### src/rtl/led_blink_bank.sv
// Multi-channel LED pattern generator: one shared prescaler tick drives N_CH
// independent OFF / SOLID / BLINK / ONE-SHOT channels, each configured by a write strobe.
module led_blink_bank #(
  parameter  int N_CH     = 4,
  parameter  int CNT_W    = 11,
  parameter  int PRE_W    = 16,
  parameter  int PRESCALE = 50000,
  localparam int CH_W     = (N_CH > 1) ? $clog2(N_CH) : 1
) (
  input  logic             clk,
  input  logic             rst,
  input  logic             en,
  input  logic             cfg_we,
  input  logic [CH_W-1:0]  cfg_ch,
  input  logic [1:0]       cfg_mode,
  input  logic [CNT_W-1:0] cfg_period,
  input  logic [CNT_W-1:0] cfg_high,
  output logic             tick,
  output logic [N_CH-1:0]  led_out,
  output logic [N_CH-1:0]  done
);

  localparam logic [1:0] M_OFF     = 2'b00;
  localparam logic [1:0] M_SOLID   = 2'b01;
  localparam logic [1:0] M_BLINK   = 2'b10;
  localparam logic [1:0] M_ONESHOT = 2'b11;

  localparam logic [PRE_W-1:0] PRE_LAST = PRE_W'(PRESCALE - 1);

  typedef struct packed {
    logic [1:0]       mode;
    logic [CNT_W-1:0] period;
    logic [CNT_W-1:0] high;
  } ch_cfg_t;

  // ---------------- shared prescaler ----------------
  logic [PRE_W-1:0] pre_cnt_q, pre_cnt_d;
  logic             tick_q, tick_d;

  always_comb begin
    pre_cnt_d = pre_cnt_q;
    tick_d    = 1'b0;
    if (en) begin
      if (pre_cnt_q == PRE_LAST) begin
        pre_cnt_d = '0;
        tick_d    = 1'b1;
      end else begin
        pre_cnt_d = pre_cnt_q + PRE_W'(1);
      end
    end
  end

  always_ff @(posedge clk) begin
    if (rst) begin
      pre_cnt_q <= '0;
      tick_q    <= 1'b0;
    end else begin
      pre_cnt_q <= pre_cnt_d;
      tick_q    <= tick_d;
    end
  end

  assign tick = tick_q;

  // ---------------- per-channel pattern engines ----------------
  for (genvar c = 0; c < N_CH; c++) begin : g_ch
    ch_cfg_t          cfg_q, cfg_d;
    logic [CNT_W-1:0] cnt_q, cnt_d;
    logic             led_q, led_d;
    logic             done_q, done_d;
    logic             wr, expire;

    // Out-of-range cfg_ch never matches any c, so such writes fall through.
    assign wr = cfg_we && (cfg_ch == CH_W'(c));

    // Next state: a config write outranks the tick for this channel.
    always_comb begin
      cfg_d  = cfg_q;
      cnt_d  = cnt_q;
      expire = 1'b0;
      if (wr) begin
        cfg_d.mode   = cfg_mode;
        cfg_d.period = cfg_period;
        cfg_d.high   = cfg_high;
        cnt_d        = '0;
      end else if (tick_q) begin
        case (cfg_q.mode)
          M_BLINK:   cnt_d = (cnt_q == cfg_q.period) ? '0 : cnt_q + CNT_W'(1);
          M_ONESHOT: begin
            if (cnt_q < cfg_q.high) begin
              cnt_d = cnt_q + CNT_W'(1);
            end else begin
              cfg_d.mode = M_OFF;
              cnt_d      = '0;
              expire     = 1'b1;
            end
          end
          default:   cnt_d = '0;
        endcase
      end
    end

    // Outputs from current state, registered below.
    always_comb begin
      led_d  = 1'b0;
      done_d = expire;
      case (cfg_q.mode)
        M_SOLID:           led_d = 1'b1;
        M_BLINK, M_ONESHOT: led_d = (cnt_q < cfg_q.high);
        default:           led_d = 1'b0;
      endcase
    end

    always_ff @(posedge clk) begin
      if (rst) begin
        cfg_q  <= '0;
        cnt_q  <= '0;
        led_q  <= 1'b0;
        done_q <= 1'b0;
      end else begin
        cfg_q  <= cfg_d;
        cnt_q  <= cnt_d;
        led_q  <= led_d;
        done_q <= done_d;
      end
    end

    assign led_out[c] = led_q;
    assign done[c]    = done_q;
  end

endmodule
### config.mk
export PLATFORM = sky130hd
export DESIGN_NAME = led_blink_bank
export DESIGN_NICKNAME = d
export VERILOG_FILES = /design/src/rtl/led_blink_bank.sv
export SDC_FILE = /design/constraint.sdc
export NUM_CORES = 1
export LEC_CHECK = 0
export BUFFER_PORTS_ARGS = -buffer_cell sky130_fd_sc_hd__buf_4
export CAP_MARGIN = 20
export CORE_AREA = 3 3 137 139
export CTS_CLUSTER_DIAMETER = 120
export DETAILED_ROUTE_END_ITERATION = 10
export DIE_AREA = 0 0 140 142
export GPL_ROUTABILITY_DRIVEN = 0
export HOLD_SLACK_MARGIN = 0.02
export PLACE_DENSITY = 0.6
export SYNTH_ARGS = -nofsm -noshare
export SYNTH_HDL_FRONTEND = slang
export SYNTH_SLANG_ARGS = --single-unit
### constraint.sdc
create_clock -name clk -period 7.45 [get_ports clk]
set_clock_uncertainty 0.15 [all_clocks]
set_input_delay 0.745 -clock clk [delete_from_list [all_inputs] [get_ports clk]]
set_output_delay 0.745 -clock clk [all_outputs]
set_load 0.01 [all_outputs]
==> results of run 1 <==
[cells in the mapped netlist, drive strengths merged, types with 3 or more instances]
library cell	instances	area, sq um
nand2	232	871
dfxtp	165	3300
a21oi	121	606
nor2	68	255
inv	47	176
xor2	47	412
ha	45	563
clkbuf	39	146
xnor2	37	324
nand3	34	170
nand4	19	125
nor3	17	90.1
and3	14	87.6
nor4	12	75.1
buf	10	67.6
o21ai	10	50.1
a21o	7	52.6
nor2b	7	43.8
a32oi	4	35.0
nand2b	4	25.0
o211ai	4	30.0
or3	4	25.0
a211o	3	26.3
a41o	3	30.0
nor3b	3	22.5
o21a	3	22.5
or2	3	18.8
[stage by stage]
| step | setup slack, ps | instances | hold slack (ps) | instance area [sq um] | power, W |
|---|---|---|---|---|---|
| CTS | 4840 | 1246 | 305 | 8890 | 0.00192 |
| finish | 4840 | 1246 | 304 | 8890 | 0.00191 |
| global placement | 4860 | 1217 | 289 | 8330 | 0.00106 |
| floorplan | 5100 | 993 | 282 | 7920 | 0.00101 |
| global route | 4590 | 1246 | 319 | 8890 | 0.00199 |
| detailed placement | 4860 | 1217 | 296 | 8330 | 0.00107 |
[flip-flops by register name (all words and copies together) (netlist names)]
signal	count
g_ch.cfg_q	96
tick	1
g_ch.cnt_q	44
g_ch.led_q	4
pre_cnt_q	16
g_ch.done_q	4
[cells in the final DEF (no fill, tap or decap), types with 5 or more instances in the layout]
master	n
o21ai_0	10
xnor2_1	37
and3_1	14
nor4_1	12
nor3_1	16
nand3_1	34
nor2_1	67
nand4_1	18
ha_1	45
a21o_1	7
buf_4	44
clkbuf_1	5
xor2_1	47
dfxtp_1	165
inv_1	47
a21oi_1	121
nor2b_1	7
clkbuf_16	17
nand2_1	232
[where the power goes]
part | leakage (nW) | switching [W] | internal (W)
combinational | 1.83 | 0.0000860 | 0.0000463
clock | 0.277 | 0.000342 | 0.000525
sequential | 1.34 | 0.0000125 | 0.000901
[layout make-up]
class / count / area, sq um / area share (%)
Timing Repair Buffer: 44 / 330 / 3.71
Sequential cell: 165 / 3300 / 37.1
Clock buffer: 26 / 499 / 5.61
Inverter: 47 / 176 / 1.98
Multi-Input combinational cell: 732 / 4230 / 47.6
Clock inverter: 3 / 68.8 / 0.774
Tap cell: 229 / 287 / 3.22
[routing by layer]
layer | track usage [%] | share of wire, %
met1 | 29.9 | 49
met2 | 33.1 | 46
met3 | 3.60 | 3.9
met4 | 5.46 | 1.4
met5 | 0 | 0
[cells by family after synthesis]
group,after synthesis
and+or+nand+nor,428
xor gates and xnor gates,84
muxes,2
DFF,165
adders and majority gates,45
buffers and inverters,96
AOI/OAI and AO/OA,173
[worst max-delay path: cells and delay by family (launching register included)]
family,cells,cell delay [ps]
simple gates,3,900
compound gates,4,680
flops,1,500
fa+ha+maj,1,310
[how the worst min path moves through the flow]
stage | cells after the start | startpoint | to | slack (ps)
global placement | 2 | g_ch[0].cfg_q[0]$_SDFFE_PP0P_ | g_ch[0].cfg_q[0]$_SDFFE_PP0P_ | 290
floorplan | 2 | g_ch[0].cfg_q[0]$_SDFFE_PP0P_ | g_ch[0].cfg_q[0]$_SDFFE_PP0P_ | 280
global route | 2 | g_ch[2].cfg_q[9]$_SDFFE_PP0P_ | g_ch[2].cfg_q[9]$_SDFFE_PP0P_ | 320
detailed placement | 2 | g_ch[3].cfg_q[3]$_SDFFE_PP0P_ | g_ch[3].cfg_q[3]$_SDFFE_PP0P_ | 300
finish | 2 | g_ch[3].cfg_q[4]$_SDFFE_PP0P_ | g_ch[3].cfg_q[4]$_SDFFE_PP0P_ | 300
CTS | 2 | g_ch[3].cfg_q[3]$_SDFFE_PP0P_ | g_ch[3].cfg_q[3]$_SDFFE_PP0P_ | 300
==> summary.txt, run 1 <==
Logic synthesis
  – Post-Synth Adder-Cell Area: 7.11%
  – Mux cell area share after synthesis: 0.253%
  – Cell count after synthesis: 993
  – Post-synthesis simple-gate area fraction: 24.0%
  – Largest family of logic cells by synthesized area: simple AND/OR/NAND/NOR gates
  – Mapped Area: 0.00792 sq mm
  – Post-synth ARST share: 0%
  – Sequential share of the synthesized area: 41.7%
  – Distinct cells, synth: 53
  – Syn_area_per_cell: 7.97 sq um
  – Yosys warning count: 0
  – Post-synth EDFFs: 0
  – Compound-Gate Fraction of Synth Area: 12.7%
  – Xor/xnor share of the synthesized area: 9.29%
  – Yosys reg bits: 165
  – Top_reg_cell synth: dfxtp_1
  – Synth Net Count: 1068

Timing
  – Slew of the pin with the lowest slew margin: 1030 ps
  – Final Max Slew Viols: 0
  – Unrepaired setup endpoints after global routing: no
  – Final min period: 2610 ps
  – Setup TNS: 0 ps
  – Final setup viols: 0
  – F_max: 0.383 GHz
  – Count of final hold-check violations: 0
  – Fin crit share: 35.0%
  – Rel. slew slack: 31.3%

Pwr
  – Worst vdd ir: 0.165 mV
  – Pleak: 3.45 nW
  – Pwr/cell area: 215 mW/mm^2

Clock tree
  – CTS Buffer Depth: 2
  – Num CTS Buffers: 17
  – Clk sinks: 165
  – Post-CTS sizing: 0
  – Clock Latency Late Sink: 430 ps
  – Post-CTS Hold Buffers: 0
  – CTS clk-pin slew, worst paths: 60 ps
  – Max H-tree Level: 4
  – TritonCTS clock tree: built
  – Setup bufs post-CTS: 0
  – Clock root cell: clkbuf_16

Worst hold path
  – Worst Hold Class: reg2reg

Critical path
  – R2R Setup Slk: 4840 ps
  – R2R cell count: 8
  – Worst Path Max Fanout: 10
  – Worst setup startpoint: g_ch[3].cnt_q[4]$_SDFFE_PP0P_
  – CP endpoint: g_ch[3].cnt_q[7]$_SDFFE_PP0P_
  – FF-to-FF End: g_ch[3].cnt_q[7]$_SDFFE_PP0P_
  – Max incr delay on CP: 530 ps
  – Crit-path slowest cell: nor3_2
  – Worst Setup Start Kind: flop
  – Critical path, cell by cell: ha_1, a21oi_1, o21ai_0, a21oi_1, o22ai_1, nor3_2, nor2_1, nor2_1
  – Worst Setup End Kind: flop
  – FF-to-FF Start: g_ch[3].cnt_q[4]$_SDFFE_PP0P_
  – WP data required: 7660 ps
  – WP data arrival: 2820 ps
  – Setup CP Type: reg2reg

Routing
  – Routed len/inst: 16.4 um
  – Via density per instance: 5.32
  – DRT iter0 DRCs: 470
  – Remaining DRCs: 0
  – DRT Pass-1 Iters: 5
  – Routed Wire Length: 20400 um
  – Post-DRT Antenna Nets: 0
  – Total number of vias: 6628

GRT
  – Vias in the first global route: 6046
  – Global-route wire length before repair: 32900 um
  – Gr ovfl total: 0
  – Largest net degree at the start of global routing: 59
  – Total global-route track usage: 20.9%
  – Initial antenna violation count: 0

Floorplanning
  – Core area: 0.0178 sq mm
  – Die area: 0.0199 sq mm
  – Die W: 140 um
  – I/O Pins: 39
  – # rows: 49
  – DIE HEIGHT: 142 um
  – Starting Density: 44.5%

Cells and area
  – Ant. Diodes: 0
  – Fin util: 50.0%
  – Share of layout cells above drive strength 1: 7.67%
  – FILL cells: 1784
  – Area grow syn2layout: 12.4%
  – Nets: 1082

Outcome
  – Status: finished clean

Job
  – Max-cap viol count: 0

Placed design
  – HPWL after DPL: 13900 um
  – Port Buffers: 38
Note: power is estimated with default switching activity, not from simulation.
==> run 2: changes to the inputs <==
==> constraint.sdc (replaced) <==
create_clock -name clk -period 2.5 [get_ports clk]
set_clock_uncertainty 0.15 [all_clocks]
set_input_delay 0.25 -clock clk [delete_from_list [all_inputs] [get_ports clk]]
set_output_delay 0.25 -clock clk [all_outputs]
set_load 0.01 [all_outputs]
==> summary.txt, run 2 (synthesis gave the netlist of run 1 again) <==
Pwr
  – Pleak: 3.75 nW (+8.8%)
  – Worst vdd ir: 0.490 mV (+200%)
  – Pwr/cell area: 595 mW/mm^2 (+180%)

Placed design
  – HPWL after DPL: 14600 um (+5.3%)
  – Dpl cell area: 0.00864 sq mm (+3.8%)
  – Place WS: 26.6 ps (-4830 ps)
  – Port Buffers: 38 (unchanged)

Cells and area
  – Most frequent cells in the layout: nand2_1 (232), dfxtp_1 (164), a21oi_1 (120)
  – Nets: 1147 (+6.0%)
  – Ant. Diodes: 0 (unchanged)
  – Largest Register: g_ch.cfg_q
  – Design Area, Final: 0.00950 sq mm (+6.8%)
  – Regs by FF count: g_ch.cfg_q: 96 flops, g_ch.cnt_q: 44 flops, pre_cnt_q: 16 flops
  – Area grow syn2layout: 20.0%
  – Share of layout cells above drive strength 1: 12.5% (+4.9 points)
  – Commonest non-fill, non-tap cell in the layout: nand2_1
  – Max reg flops: 96 (unchanged)

Timing
  – Final setup viols: 0 (unchanged)
  – F_max: 0.414 GHz (+8.1%)
  – Rel. slew slack: 64.5% (+33 points)
  – Final worst setup slack: 84.8 ps (-4750 ps)
  – Final min period: 2420 ps (-195 ps)
  – Count of final hold-check violations: 0 (unchanged)
  – Unrepaired setup endpoints after global routing: yes
  – Slew of the pin with the lowest slew margin: 533 ps (-494 ps)
  – Final Max Slew Viols: 0 (unchanged)
  – Setup TNS: 0 ps (unchanged)
  – Fin crit share: 96.6% (+62 points)

Clock tree
  – Num CTS Buffers: 17 (unchanged)
  – Clock root cell: clkbuf_16
  – Clock Latency Late Sink: 430 ps (about the same)
  – CTS Buffer Depth: 2 (unchanged)
  – CTS clk-pin slew, worst paths: 70 ps (about the same)
  – Clk sinks: 165 (unchanged)
  – TritonCTS clock tree: built
  – Max H-tree Level: 4 (unchanged)

Routing
  – Routed Wire Length: 21200 um (+3.5%)
  – DRT Pass-1 Iters: 4 (-1)
  – Routed len/inst: 16.1 um (-1.9%)
  – Via density per instance: 5.18 (-2.6%)
  – DRT iter0 DRCs: 450 (-4.3%)
  – Remaining DRCs: 0 (unchanged)
  – Post-DRT Antenna Nets: 0 (unchanged)
  – Total number of vias: 6807 (+2.7%)

Floorplanning
  – Starting Density: 44.5% (unchanged)
  – Die area: 0.0199 sq mm (unchanged)
  – # rows: 49 (unchanged)
  – I/O Pins: 39 (unchanged)
  – Die W: 140 um (unchanged)
  – Core area: 0.0178 sq mm (unchanged)
  – DIE HEIGHT: 142 um (unchanged)

GRT
  – Global-route wire length before repair: 34300 um (+4.2%)
  – Total global-route track usage: 21.8% (+0.86 points)
  – Initial antenna violation count: 0 (unchanged)
  – Vias in the first global route: 6473 (+7.1%)
  – Largest net degree at the start of global routing: 88 (+49%)
  – Gr ovfl total: 0 (unchanged)

Critical path
  – WP data required: 2720 ps (-4940 ps)
  – Worst Setup Start Kind: flop
  – Setup CP Type: reg2reg
  – Worst Path Max Fanout: 7 (-3)
  – WP data arrival: 2630 ps (-190 ps)
  – R2R cell count: 9 (+1)
  – Worst Setup End Kind: flop

Outcome
  – Status: finished clean

Job
  – Max-cap viol count: 0 (unchanged)

Worst hold path
  – Worst hold path depth: 2 (unchanged)
  – Worst Hold Class: in2reg
run 2: cell types whose count changed in the layout (fill, tap and decap cells not counted), sizes merged:
| cell | delta |
|---|---|
| buf | +40 |
| bufinv | -2 |
| clkbuf | -9 |
| clkinv | +3 |
| clkinvlp | +5 |
| dlygate4sd3 | +25 |
| inv | +6 |
run 2: path summary, 6_finish.rpt:
kind,startpoint,endpoint,slack [ps]
worst max register to register,g_ch[1].cfg_q[4]$_SDFFE_PP0P_,g_ch[1].cnt_q[7]$_SDFFE_PP0P_,80
worst min register to register,g_ch[0].cfg_q[9]$_SDFFE_PP0P_,g_ch[0].cfg_q[9]$_SDFFE_PP0P_,300
worst min-delay path,rst,g_ch[3].cfg_q[18]$_SDFFE_PP0P_,50
worst max-delay path,g_ch[1].cfg_q[4]$_SDFFE_PP0P_,g_ch[1].cnt_q[7]$_SDFFE_PP0P_,80
run 2: critical path, cell delays in order (launching register included):
cell and delay (ps):
dfxtp_2 320, inv_1 30, ha_1 280, a21o_1 160
nand3_1 70, a21oi_1 60, or3_4 390, a221o_1 360
a211o_4 380, nor2_1 120
run 2: what timing repair did:
item / in CTS / in global routing
setup endpoints to repair: 1 / 23
endpoints found under the hold margin: 94 / 0
buffers inserted: 0 / 1
pin swaps: 0 / 5
gates resized for setup: 1 / 12
hold buffers: 25 / 0
run 2: cell type report:
cell class,count,area [sq um]
Fill cell,1718,8280
Multi-Input combinational cell,732,4280
Sequential cell,165,3300
Timing Repair Buffer,109,906
Clock buffer,17,425
Tap cell,229,287
Inverter,47,176
Clock inverter,15,124
run 2: per-layer routing:
layer	part of all wire (%)	vias to the layer above	GRT usage [%]	routed length, um
met5	0	-	0	0
met4	2.8	0	7.90	594
met3	5.0	40	5.04	1060
met2	45	134	33.6	9440
met1	48	3135	30.1	10100
li1	-	3498	-	-
run 2: per-stage QoR:
step	util [%]	hold WS, ps	std cells	total power, W
after floorplan	-	236	993	0.00302
after global placement	48.6	293	1256	0.00318
after detailed placement	48.6	298	1256	0.00319
after CTS	53.2	31.5	1313	0.00570
after global routing	53.4	51.9	1314	0.00588
final	53.4	50.1	1314	0.00565
run 2: where the power goes:
| part | total (W) | internal, W | leakage [nW] | switching, W |
|---|---|---|---|---|
| sequential | 0.00272 | 0.00268 | 1.34 | 0.0000377 |
| combinational | 0.000453 | 0.000181 | 2.16 | 0.000273 |
| clock | 0.00248 | 0.00129 | 0.255 | 0.00119 |
==> run 3: changes to the inputs <==
--- a/config.mk
+++ b/config.mk
@@ -14,6 +14,7 @@
 export GPL_ROUTABILITY_DRIVEN = 0
 export HOLD_SLACK_MARGIN = 0.02
 export PLACE_DENSITY = 0.6
+export RECOVER_POWER = 50
 export SYNTH_ARGS = -nofsm -noshare
 export SYNTH_HDL_FRONTEND = slang
 export SYNTH_SLANG_ARGS = --single-unit
==> summary.txt, run 3 (synthesis gave the netlist of run 1 again) <==
Outcome
  – Status: finished clean

Routing
  – Remaining DRCs: 0 (unchanged)
  – DRT Pass-1 Iters: 7 (+3)
  – Via density per instance: 5.17 (-0.26%)
  – Post-DRT Antenna Nets: 0 (unchanged)
  – Routed len/inst: 16.0 um (-0.30%)
  – Total number of vias: 6789 (-0.26%)
  – Routed Wire Length: 21100 um (-0.30%)
  – DRT iter0 DRCs: 437 (-2.9%)

Floorplanning
  – Die area: 0.0199 sq mm (unchanged)
  – Starting Density: 44.5% (unchanged)
  – I/O Pins: 39 (unchanged)
  – Core area: 0.0178 sq mm (unchanged)
  – Die W: 140 um (unchanged)
  – # rows: 49 (unchanged)
  – DIE HEIGHT: 142 um (unchanged)

Critical path
  – R2R Setup Slk: 80 ps (about the same)
  – Worst Path Max Fanout: 7 (unchanged)
  – Worst Setup End Kind: flop
  – Worst Setup Start Kind: flop
  – WP data required: 2720 ps (about the same)
  – WP data arrival: 2630 ps (about the same)
  – Setup CP Type: reg2reg

GRT
  – Global routing usage on met2: 33.6% (unchanged)
  – Initial antenna violation count: 0 (unchanged)
  – Most Crowded Layer GR: met2
  – Global-route wire length before repair: 34300 um (unchanged)
  – Met1 usage: 30.1% (unchanged)
  – GRT met3 Usage: 5.04% (unchanged)
  – Total global-route track usage: 21.8% (unchanged)
  – Vias in the first global route: 6473 (unchanged)
  – Gr ovfl total: 0 (unchanged)
  – Largest net degree at the start of global routing: 88 (unchanged)

Cells and area
  – Ant. Diodes: 0 (unchanged)
  – Max reg flops: 96 (unchanged)
  – Area grow syn2layout: 19.0%
  – Regs by FF count: g_ch.cfg_q: 96 flops, g_ch.cnt_q: 44 flops, pre_cnt_q: 16 flops
  – Share of layout cells above drive strength 1: 10.5% (-2.0 points)
  – Area of the multi-input gates: 0.00428 sq mm (unchanged)
  – Nets: 1147 (unchanged)
  – Commonest non-fill, non-tap cell in the layout: nand2_1
  – Design Area, Final: 0.00942 sq mm (-0.79%)
  – FILL cells: 1729 (+0.64%)
  – Most frequent cells in the layout: nand2_1 (232), dfxtp_1 (164), a21oi_1 (120)
  – Register area: 0.00330 sq mm (unchanged)
  – Largest Register: g_ch.cfg_q

Timing
  – Rel. slew slack: 6.94% (-58 points)
  – Final min period: 2420 ps (+1.04 ps)
  – Count of final hold-check violations: 0 (unchanged)
  – Slew of the pin with the lowest slew margin: 1400 ps (+863 ps)
  – Setup TNS: 0 ps (unchanged)
  – WHS: 51.8 ps (+1.67 ps)
  – F_max: 0.414 GHz (about the same)
  – Unrepaired setup endpoints after global routing: yes
  – Fin crit share: 96.6% (about the same)
  – Final setup viols: 0 (unchanged)
  – Final Max Slew Viols: 0 (unchanged)

Clock tree
  – CTS clk-pin slew, worst paths: 70 ps (about the same)
  – Clock root cell: clkbuf_16
  – Num CTS Buffers: 17 (unchanged)
  – Max H-tree Level: 4 (unchanged)
  – TritonCTS clock tree: built
  – Clk sinks: 165 (unchanged)
  – Clock Latency Late Sink: 430 ps (about the same)
  – CTS Buffer Depth: 2 (unchanged)

Pwr
  – Total power: 0.00564 W (-0.26%)
  – Gate power share: 7.8% (-0.2 points)
  – Worst vdd ir: 0.485 mV (-1.1%)
  – Clk network pwr share: 43.9% (about the same)
  – Reg power frac: 48.3% (+0.2 points)
  – Sw Share: 26.4% (about the same)
  – Internal power: 0.00415 W (-0.24%)
  – Pwr/cell area: 598 mW/mm^2 (+0.54%)
  – Sw Pwr: 0.00149 W (-0.32%)
  – Pleak: 3.67 nW (-2.1%)

Worst hold path
  – Worst Hold Class: in2reg

Placed design
  – Port Buffers: 38 (unchanged)
  – HPWL after DPL: 14600 um (unchanged)
  – Dpl cell area: 0.00864 sq mm (unchanged)

Job
  – Max-cap viol count: 0 (unchanged)
## run 3: changes by cell type in the layout (fill, tap and decap cells not counted)
cell / delta
buf_4: -20
or2_0: +1
or2_2: -1
or3b_1: +1
clkbuf_1: +20
or3b_2: -1
## run 3: layout make-up
class                           instances  area share [%]
Inverter                               47            1.87
Timing Repair Buffer                  109            8.82
Multi-Input combinational cell        732            45.4
Clock inverter                         15            1.31
Sequential cell                       165            35.1
Clock buffer                           17            4.51
Tap cell                              229            3.04
## run 3: final timing paths
path                                       from                             end  cells after the start
setup / recovery  g_ch[1].cfg_q[4]$_SDFFE_PP0P_   g_ch[1].cnt_q[7]$_SDFFE_PP0P_                      9
hold reg to reg   g_ch[0].cfg_q[9]$_SDFFE_PP0P_   g_ch[0].cfg_q[9]$_SDFFE_PP0P_                      2
hold / removal                              rst  g_ch[2].cfg_q[14]$_SDFFE_PP0P_                      2
setup reg to reg  g_ch[1].cfg_q[4]$_SDFFE_PP0P_   g_ch[1].cnt_q[7]$_SDFFE_PP0P_                      9
## run 3: critical path, stage by stage, from the launching register on
cell,delay [ps]
dfxtp_2,320
inv_1,30
ha_1,280
a21o_1,160
nand3_1,70
a21oi_1,60
or3_4,390
a221o_1,370
a211o_4,380
nor2_1,120
## run 3: what timing repair did
item,in CTS,in global routing
setup buffers,0,1
gates resized for setup,1,12
hold buffers,25,0
hold endpoints to repair,94,0
pin swaps,0,5
endpoints found under the setup margin,1,23
## run 3: power by group through the flow
stage	Clock, W	Sequential, W	Combinational [W]
after global placement	0	0.00278	0.000403
after detailed placement	0	0.00278	0.000407
after floorplan	0	0.00277	0.000246
after CTS	0.00254	0.00272	0.000442
after global routing	0.00265	0.00273	0.000493
final	0.00248	0.00272	0.000441
## run 3: metal layers
layer | share of wire (%) | up-vias | wire, um
met5 | 0 | - | 0
met4 | 2.6 | 0 | 549
met3 | 4.4 | 41 | 923
met2 | 45 | 117 | 9550
met1 | 48 | 3132 | 10100
li1 | - | 3499 | -
## run 3: metrics by stage
stage          std cells  util, %  setup slack (ps)
6_report            1314     53.0              83.8
3_5_place_dp        1256     48.6              26.6
4_1_cts             1313     53.2              39.1
5_1_grt             1314     53.0             -8.90
3_3_place_gp        1256     48.6              38.8
2_1_floorplan        993        -               148
